File: config.mk
export PLATFORM = sky130hd
export DESIGN_NAME = incr_sched
export DESIGN_NICKNAME = d
export VERILOG_FILES = /design/src/rtl/incr_sched_pkg.sv /design/src/rtl/incr_rr_arb.sv /design/src/rtl/incr_sched.sv
export SDC_FILE = /design/constraint.sdc
export NUM_CORES = 1
export LEC_CHECK = 0
export BUFFER_PORTS_ARGS = -buffer_cell sky130_fd_sc_hd__buf_2
export CAP_MARGIN = 20
export CORE_AREA = 2 2 102 124
export CTS_CLUSTER_DIAMETER = 30
export DETAILED_ROUTE_END_ITERATION = 7
export DIE_AREA = 0 0 104 126
export GPL_ROUTABILITY_DRIVEN = 0
export PLACE_DENSITY = 0.73
export RECOVER_POWER = 50
export SETUP_SLACK_MARGIN = 0.2
export SYNTH_ARGS = -nofsm -noshare
export SYNTH_HDL_FRONTEND = slang
export SYNTH_SLANG_ARGS = --single-unit
File: constraint.sdc
create_clock -name clk -period 5.1 [get_ports clk]
set_input_delay 1.275 -clock clk [delete_from_list [all_inputs] [get_ports clk]]
set_output_delay 1.275 -clock clk [all_outputs]
set_load 0.01 [all_outputs]
File: src/rtl/incr_sched_pkg.sv
// incr_sched_pkg: shared types and default widths for the shared-incrementer
// scheduler (FSM state, lane IDs, lane widths).
package incr_sched_pkg;

    typedef enum logic {
        S_IDLE = 1'b0,
        S_HOLD = 1'b1
    } state_t;

    typedef enum logic [1:0] {
        ID_SMALL = 2'd0,
        ID_QUAD  = 2'd1,
        ID_WIDE  = 2'd2
    } lane_id_t;

    localparam int SMALL_W_DEF = 2;
    localparam int QUAD_W_DEF  = 40;
    localparam int WIDE_W_DEF  = 70;
    localparam int CNT_W_DEF   = 16;

endpackage

File: src/rtl/incr_rr_arb.sv
// incr_rr_arb: combinational 3-way round-robin arbiter.
// Ports: req_i (bit0 small, bit1 quad, bit2 wide), last_ptr_i (previous
// winner), en_i (grant opportunity) -> gnt_o (one-hot), win_o (encoded).
module incr_rr_arb
    import incr_sched_pkg::*;
(
    input  logic [2:0] req_i,
    input  lane_id_t   last_ptr_i,
    input  logic       en_i,
    output logic [2:0] gnt_o,
    output lane_id_t   win_o
);

    lane_id_t o0, o1, o2;

    // Search starts at the lane after the previous winner.
    always_comb begin
        o0 = ID_SMALL;
        o1 = ID_QUAD;
        o2 = ID_WIDE;
        unique case (last_ptr_i)
            ID_SMALL: begin
                o0 = ID_QUAD;
                o1 = ID_WIDE;
                o2 = ID_SMALL;
            end
            ID_QUAD: begin
                o0 = ID_WIDE;
                o1 = ID_SMALL;
                o2 = ID_QUAD;
            end
            default: begin
                o0 = ID_SMALL;
                o1 = ID_QUAD;
                o2 = ID_WIDE;
            end
        endcase
    end

    always_comb begin
        gnt_o = '0;
        win_o = ID_SMALL;
        if (en_i) begin
            if (req_i[o0]) begin
                gnt_o[o0] = 1'b1;
                win_o     = o0;
            end else if (req_i[o1]) begin
                gnt_o[o1] = 1'b1;
                win_o     = o1;
            end else if (req_i[o2]) begin
                gnt_o[o2] = 1'b1;
                win_o     = o2;
            end
        end
    end

endmodule

File: src/rtl/incr_sched.sv
// incr_sched: three lanes (small/quad/wide) share one WIDE_W-bit +1 unit
// through a round-robin arbiter; one registered, lane-tagged response stream.
// Ports: clk, reset_l (async active-low); <lane>_valid/_ready/_data requests;
// rsp_valid/rsp_ready/rsp_id/rsp_data response; busy (response held).
// Define INCR_SCHED_STATS_EN to add saturating grant_cnt_{small,quad,wide}.
module incr_sched
    import incr_sched_pkg::*;
#(
    parameter int SMALL_W = SMALL_W_DEF,
    parameter int QUAD_W  = QUAD_W_DEF,
    parameter int WIDE_W  = WIDE_W_DEF,
    parameter int CNT_W   = CNT_W_DEF
) (
    input  logic              clk,
    input  logic              reset_l,
    input  logic              small_valid,
    output logic              small_ready,
    input  logic [SMALL_W-1:0] small_data,
    input  logic              quad_valid,
    output logic              quad_ready,
    input  logic [QUAD_W-1:0] quad_data,
    input  logic              wide_valid,
    output logic              wide_ready,
    input  logic [WIDE_W-1:0] wide_data,
    output logic              rsp_valid,
    input  logic              rsp_ready,
    output logic [1:0]        rsp_id,
    output logic [WIDE_W-1:0] rsp_data,
    output logic              busy
`ifdef INCR_SCHED_STATS_EN
    ,
    output logic [CNT_W-1:0]  grant_cnt_small,
    output logic [CNT_W-1:0]  grant_cnt_quad,
    output logic [CNT_W-1:0]  grant_cnt_wide
`endif
);

    if (SMALL_W > WIDE_W || QUAD_W > WIDE_W || CNT_W < 1) begin : g_bad_cfg
        $error("incr_sched: lane widths must not exceed WIDE_W");
    end

    localparam logic [WIDE_W-1:0] ONE = WIDE_W'(1);
    // Truncate the shared sum back to each lane's own width.
    localparam logic [WIDE_W-1:0] SMALL_MASK =
        {WIDE_W{1'b1}} >> (WIDE_W - SMALL_W);
    localparam logic [WIDE_W-1:0] QUAD_MASK =
        {WIDE_W{1'b1}} >> (WIDE_W - QUAD_W);

    state_t            state_q, state_d;
    lane_id_t          last_ptr_q, last_ptr_d;
    lane_id_t          rsp_id_q, rsp_id_d;
    lane_id_t          win;
    logic [WIDE_W-1:0] rsp_data_q, rsp_data_d;
    logic [WIDE_W-1:0] operand, mask, incr;
    logic [2:0]        req, gnt;
    logic              grant_en, xfer;

    assign req = {wide_valid, quad_valid, small_valid};

    // Readies are forced low while in reset via the enable.
    assign grant_en = reset_l && (state_q == S_IDLE || rsp_ready);

    incr_rr_arb u_arb (
        .req_i      (req),
        .last_ptr_i (last_ptr_q),
        .en_i       (grant_en),
        .gnt_o      (gnt),
        .win_o      (win)
    );

    assign {wide_ready, quad_ready, small_ready} = gnt;
    assign xfer = |gnt;

    always_comb begin
        operand = '0;
        mask    = '0;
        unique case (1'b1)
            gnt[0]: begin
                operand = WIDE_W'(small_data);
                mask    = SMALL_MASK;
            end
            gnt[1]: begin
                operand = WIDE_W'(quad_data);
                mask    = QUAD_MASK;
            end
            gnt[2]: begin
                operand = wide_data;
                mask    = '1;
            end
            default: begin
                operand = '0;
                mask    = '0;
            end
        endcase
    end

    assign incr = (operand + ONE) & mask;

    always_comb begin
        state_d    = state_q;
        rsp_data_d = rsp_data_q;
        rsp_id_d   = rsp_id_q;
        last_ptr_d = last_ptr_q;
        if (xfer) begin
            rsp_data_d = incr;
            rsp_id_d   = win;
            last_ptr_d = win;
        end
        unique case (state_q)
            S_IDLE: begin
                if (xfer) state_d = S_HOLD;
            end
            S_HOLD: begin
                if (rsp_ready && !xfer) state_d = S_IDLE;
            end
            default: state_d = S_IDLE;
        endcase
    end

    always_ff @(posedge clk or negedge reset_l) begin
        if (!reset_l) begin
            state_q    <= S_IDLE;
            last_ptr_q <= ID_WIDE;
            rsp_id_q   <= ID_SMALL;
            rsp_data_q <= '0;
        end else begin
            state_q    <= state_d;
            last_ptr_q <= last_ptr_d;
            rsp_id_q   <= rsp_id_d;
            rsp_data_q <= rsp_data_d;
        end
    end

    assign rsp_valid = (state_q == S_HOLD);
    assign busy      = (state_q == S_HOLD);
    assign rsp_id    = rsp_id_q;
    assign rsp_data  = rsp_data_q;

`ifdef INCR_SCHED_STATS_EN
    localparam logic [CNT_W-1:0] CNT_ONE = CNT_W'(1);

    logic [CNT_W-1:0] cnt_q [3];
    logic [CNT_W-1:0] cnt_d [3];

    always_comb begin
        for (int i = 0; i < 3; i++) begin
            cnt_d[i] = cnt_q[i];
            if (gnt[i] && cnt_q[i] != '1) cnt_d[i] = cnt_q[i] + CNT_ONE;
        end
    end

    always_ff @(posedge clk or negedge reset_l) begin
        if (!reset_l) begin
            for (int i = 0; i < 3; i++) cnt_q[i] <= '0;
        end else begin
            for (int i = 0; i < 3; i++) cnt_q[i] <= cnt_d[i];
        end
    end

    assign grant_cnt_small = cnt_q[0];
    assign grant_cnt_quad  = cnt_q[1];
    assign grant_cnt_wide  = cnt_q[2];
`endif

endmodule

==> flow_metrics.py <==
metrics = {
    "global_route": {
        "grtUsageMet1": 0.3460,
        "combined_global_route_utilization_of_all_metal_layers": 0.2775,
        "grt-ovfl-total": 0,
        "top_usage_layer": "met2",
        "globalRouteMet3Util": 0.05797,
        "globalRouteMet2Util": 0.4687,
        "vias_in_the_first_global_route": 5598,
        "grt_start_max_net_pins": 64,
        "grt_antenna_before_repair": 0,
        "wire_length_of_the_first_global_routing_pass_um": 29100,
    },
    "clock_network": {
        "tritoncts.num_buffers": 9,
        "postCtsSetupBuffers": 0,
        "tritoncts_num_sinks": 74,
        "cts_tree": "built",
        "insertion_delay_ps": 340,
        "clkTransAtPathRegs_ps": 60,
        "post_cts_hold_buffer_count": 0,
        "cts_root_buf": "sky130_fd_sc_hd__clkbuf_16",
        "cts_repair_resize_count": 0,
        "htree_levels": 3,
        "max-clock-path-buffers": 2,
    },
    "timing": {
        "report.final.setup_viol": 0,
        "timing_hold_violations_final": 0,
        "setup-tns-final_ps": 0,
        "timing.hold.ws_ps": 463.2,
        "period_share": 0.8692,
        "max-slew-margin-rel": -0.04715,
        "fmaxAchievable_ghz": 0.2256,
        "worst_slew_pin_slew_ps": 1571,
        "setup_repair_after_global_routing_missed_its_margin": "no",
        "post_route_skew_ps": 6.145,
        "layout_min_cycle_time_ps": 4433,
        "drv_slew": 64,
    },
    "worst_setup_path": {
        "critical_path_start_type": "primary input",
        "worst-endpoint-arrival_ps": 4630,
        "crit_family": "simple AND/OR/NAND/NOR gates",
        "type_of_the_worst_setup_path": "in2reg",
        "crit_buf_inv": 3,
        "critical_path.max_stage_delay_ps": 660,
        "cp-end-kind": "register",
        "worstPathMaxFanout": 17,
        "path_cells": "buf_2 > nand2b_1 > and4_1 > nand2_1 > inv_2 > a221o_1 > ha_1 > inv_1 > a2111o_1 > nand4b_4 > or3b_1 > nor4_1 > xnor2_1 > o21ai_1",
        "timing.critical_path.slowest_stage_cell": "sky130_fd_sc_hd__or3b_1",
        "required_ps": 5300,
    },
    "detailed_routing": {
        "drtPass1Iterations": 5,
        "detail_route.wirelength_um": 18580,
        "post_route_ant_nets": 0,
        "detail_route.drc_violations": 0,
        "drt_iter0_drc": 500,
        "detail_route.wl_per_cell_um": 19.10,
        "via_cell_ratio": 5.964,
        "route.vias.total": 5803,
    },
    "power_and_ir_drop": {
        "p_leak_nw": 3.031,
        "power_density_nw_per_um2": 439.2,
        "max-vdd-ir-drop_mv": 0.2724,
    },
    "yosys": {
        "yosysSeqAreaShare": 0.3519,
        "synth_top_cells_by_area": "sky130_fd_sc_hd__dfrtp_1 (35%), sky130_fd_sc_hd__nand2_1 (9.4%), sky130_fd_sc_hd__xnor2_1 (5.3%), sky130_fd_sc_hd__xor2_1 (4.2%), sky130_fd_sc_hd__a22o_1 (4.0%)",
        "synthFlopType": "sky130_fd_sc_hd__dfrtp_1",
        "yosysTopAreaCell": "sky130_fd_sc_hd__dfrtp_1",
        "post-synth-top-count-cell": "sky130_fd_sc_hd__nand2_1",
        "ys_seq_elements": 74,
        "asyncSetResetFlopFracSynth": 1.000,
        "synth_largest_type_area_fraction": 0.3469,
        "synthTopCellsByCount": "sky130_fd_sc_hd__nand2_1 (132), sky130_fd_sc_hd__dfrtp_1 (73), sky130_fd_sc_hd__nand3_1 (37)",
        "yosys_warnings": 0,
        "mappedNetlistArea_um2": 5266,
        "synthesis.area_per_instance_um2": 8.386,
        "synth_cells": 628,
        "synth_fp_nets": 747,
        "synth.lib_cells_used.distinct": 69,
        "synth_enable_flop_cells": 0,
    },
    "floorplan": {
        "initial_core_util": 0.4429,
        "placeableCoreArea_um2": 11890,
        "design.portCount": 195,
        "die_h_um": 126,
        "floorplan.die.width_um": 104,
        "rows": 44,
        "fp.dieArea_um2": 13100,
    },
    "cells_and_area": {
        "drive_above_1_share": 0.2672,
        "layout.nets": 926,
        "filler_cell_count": 1166,
        "syn_to_final_growth_pct": 26.04,
        "diodes": 0,
    },
    "worst_hold_path": {
        "holdCritPathClass": "reg2reg",
    },
    "run": {
        "max-cap-violations": 1,
    },
    "place": {
        "dp_hpwl_um": 13990,
        "port_buffers": 194,
    },
    "run_status": {
        "failed_checks": "max-capacitance violations, max-slew violations",
        "outcome": "finished, violations left",
    },
}
## routing by layer
metal	routed length, um	share of wire	vias up
met4	568	0.031	0
met1	7266	0.39	2743
met5	0	0	-
met2	9035	0.49	362
met3	1709	0.092	54
li1	-	-	2644
## tightest hold or removal path, delay by kind of cell, from the launching register on
family        cells  cell delay, ps
flops             1             340
simple gates      2             100
## power by group
part | switching [W] | internal [W] | total [W]
logic | 0.000749 | 0.000449 | 0.00120
registers | 0.000164 | 0.000858 | 0.00102
clock network | 0.000268 | 0.000428 | 0.000696
total | 0.00118 | 0.00173 | 0.00292
## registers in the layout (all words and copies together) (netlist names)
name        flops
rsp_data       70
last_ptr_q      2
busy            1
rsp_id          1
## final cells by class
cell class | count | area (um^2) | area share
clock buffers | 9 | 225.2 | 0.03393
clock inverters | 7 | 93.84 | 0.01414
well taps | 161 | 201.4 | 0.03035
repair buffers | 209 | 1061 | 0.1598
flip-flops and latches | 74 | 1853 | 0.2792
multi-input cells | 503 | 3164 | 0.4767
inverters | 10 | 38.79 | 0.005844
## per-stage QoR
stage,instances,total power (W),setup slack [ps],util,cell area (um^2)
floorplan,628,0.001717,751.8,-,5266
global placement,957,0.002224,537.1,0.5356,6369
detailed placement,957,0.002259,371.2,0.5356,6369
CTS,973,0.002956,745.8,0.5624,6688
global route,973,0.003096,406.6,0.5582,6638
finish,973,0.002915,666.9,0.5582,6638
## final timing paths
kind,from,cells after the start,slack (ps),endpoint
hold reg to reg,rsp_data[15]$_DFFE_PN0P_,2,460,rsp_data[15]$_DFFE_PN0P_
setup reg to reg,busy$_DFF_PN0_,13,1300,rsp_data[56]$_DFFE_PN0P_
hold / removal,rsp_data[15]$_DFFE_PN0P_,2,460,rsp_data[15]$_DFFE_PN0P_
setup / recovery,rsp_ready,14,670,rsp_data[56]$_DFFE_PN0P_
min in group asynchronous,reset_l,1,790,last_ptr_q[0]$_DFFE_PN0P_
max in group asynchronous,reset_l,2,2520,rsp_data[56]$_DFFE_PN0P_
## cell families after synthesis
kind of cell	synth area share
DFF	0.3519
xor gates and xnor gates	0.09480
adders and majority gates	0.002375
muxes	0.004039
AOI/OAI and AO/OA	0.1853
buffers and inverters	0.04823
and+or+nand+nor	0.3134
## cell usage in the layout (no fill, tap or decap), types with 21 or more instances in the layout
cell type / n
sky130_fd_sc_hd__a22o_1: 24
sky130_fd_sc_hd__buf_2: 155
sky130_fd_sc_hd__clkbuf_1: 38
sky130_fd_sc_hd__dfrtp_1: 73
sky130_fd_sc_hd__nand2_1: 132
sky130_fd_sc_hd__nand3_1: 37
sky130_fd_sc_hd__nand4_1: 21
sky130_fd_sc_hd__xnor2_1: 32
sky130_fd_sc_hd__xor2_1: 25
No activity file was read; power rests on OpenSTA's default activity.
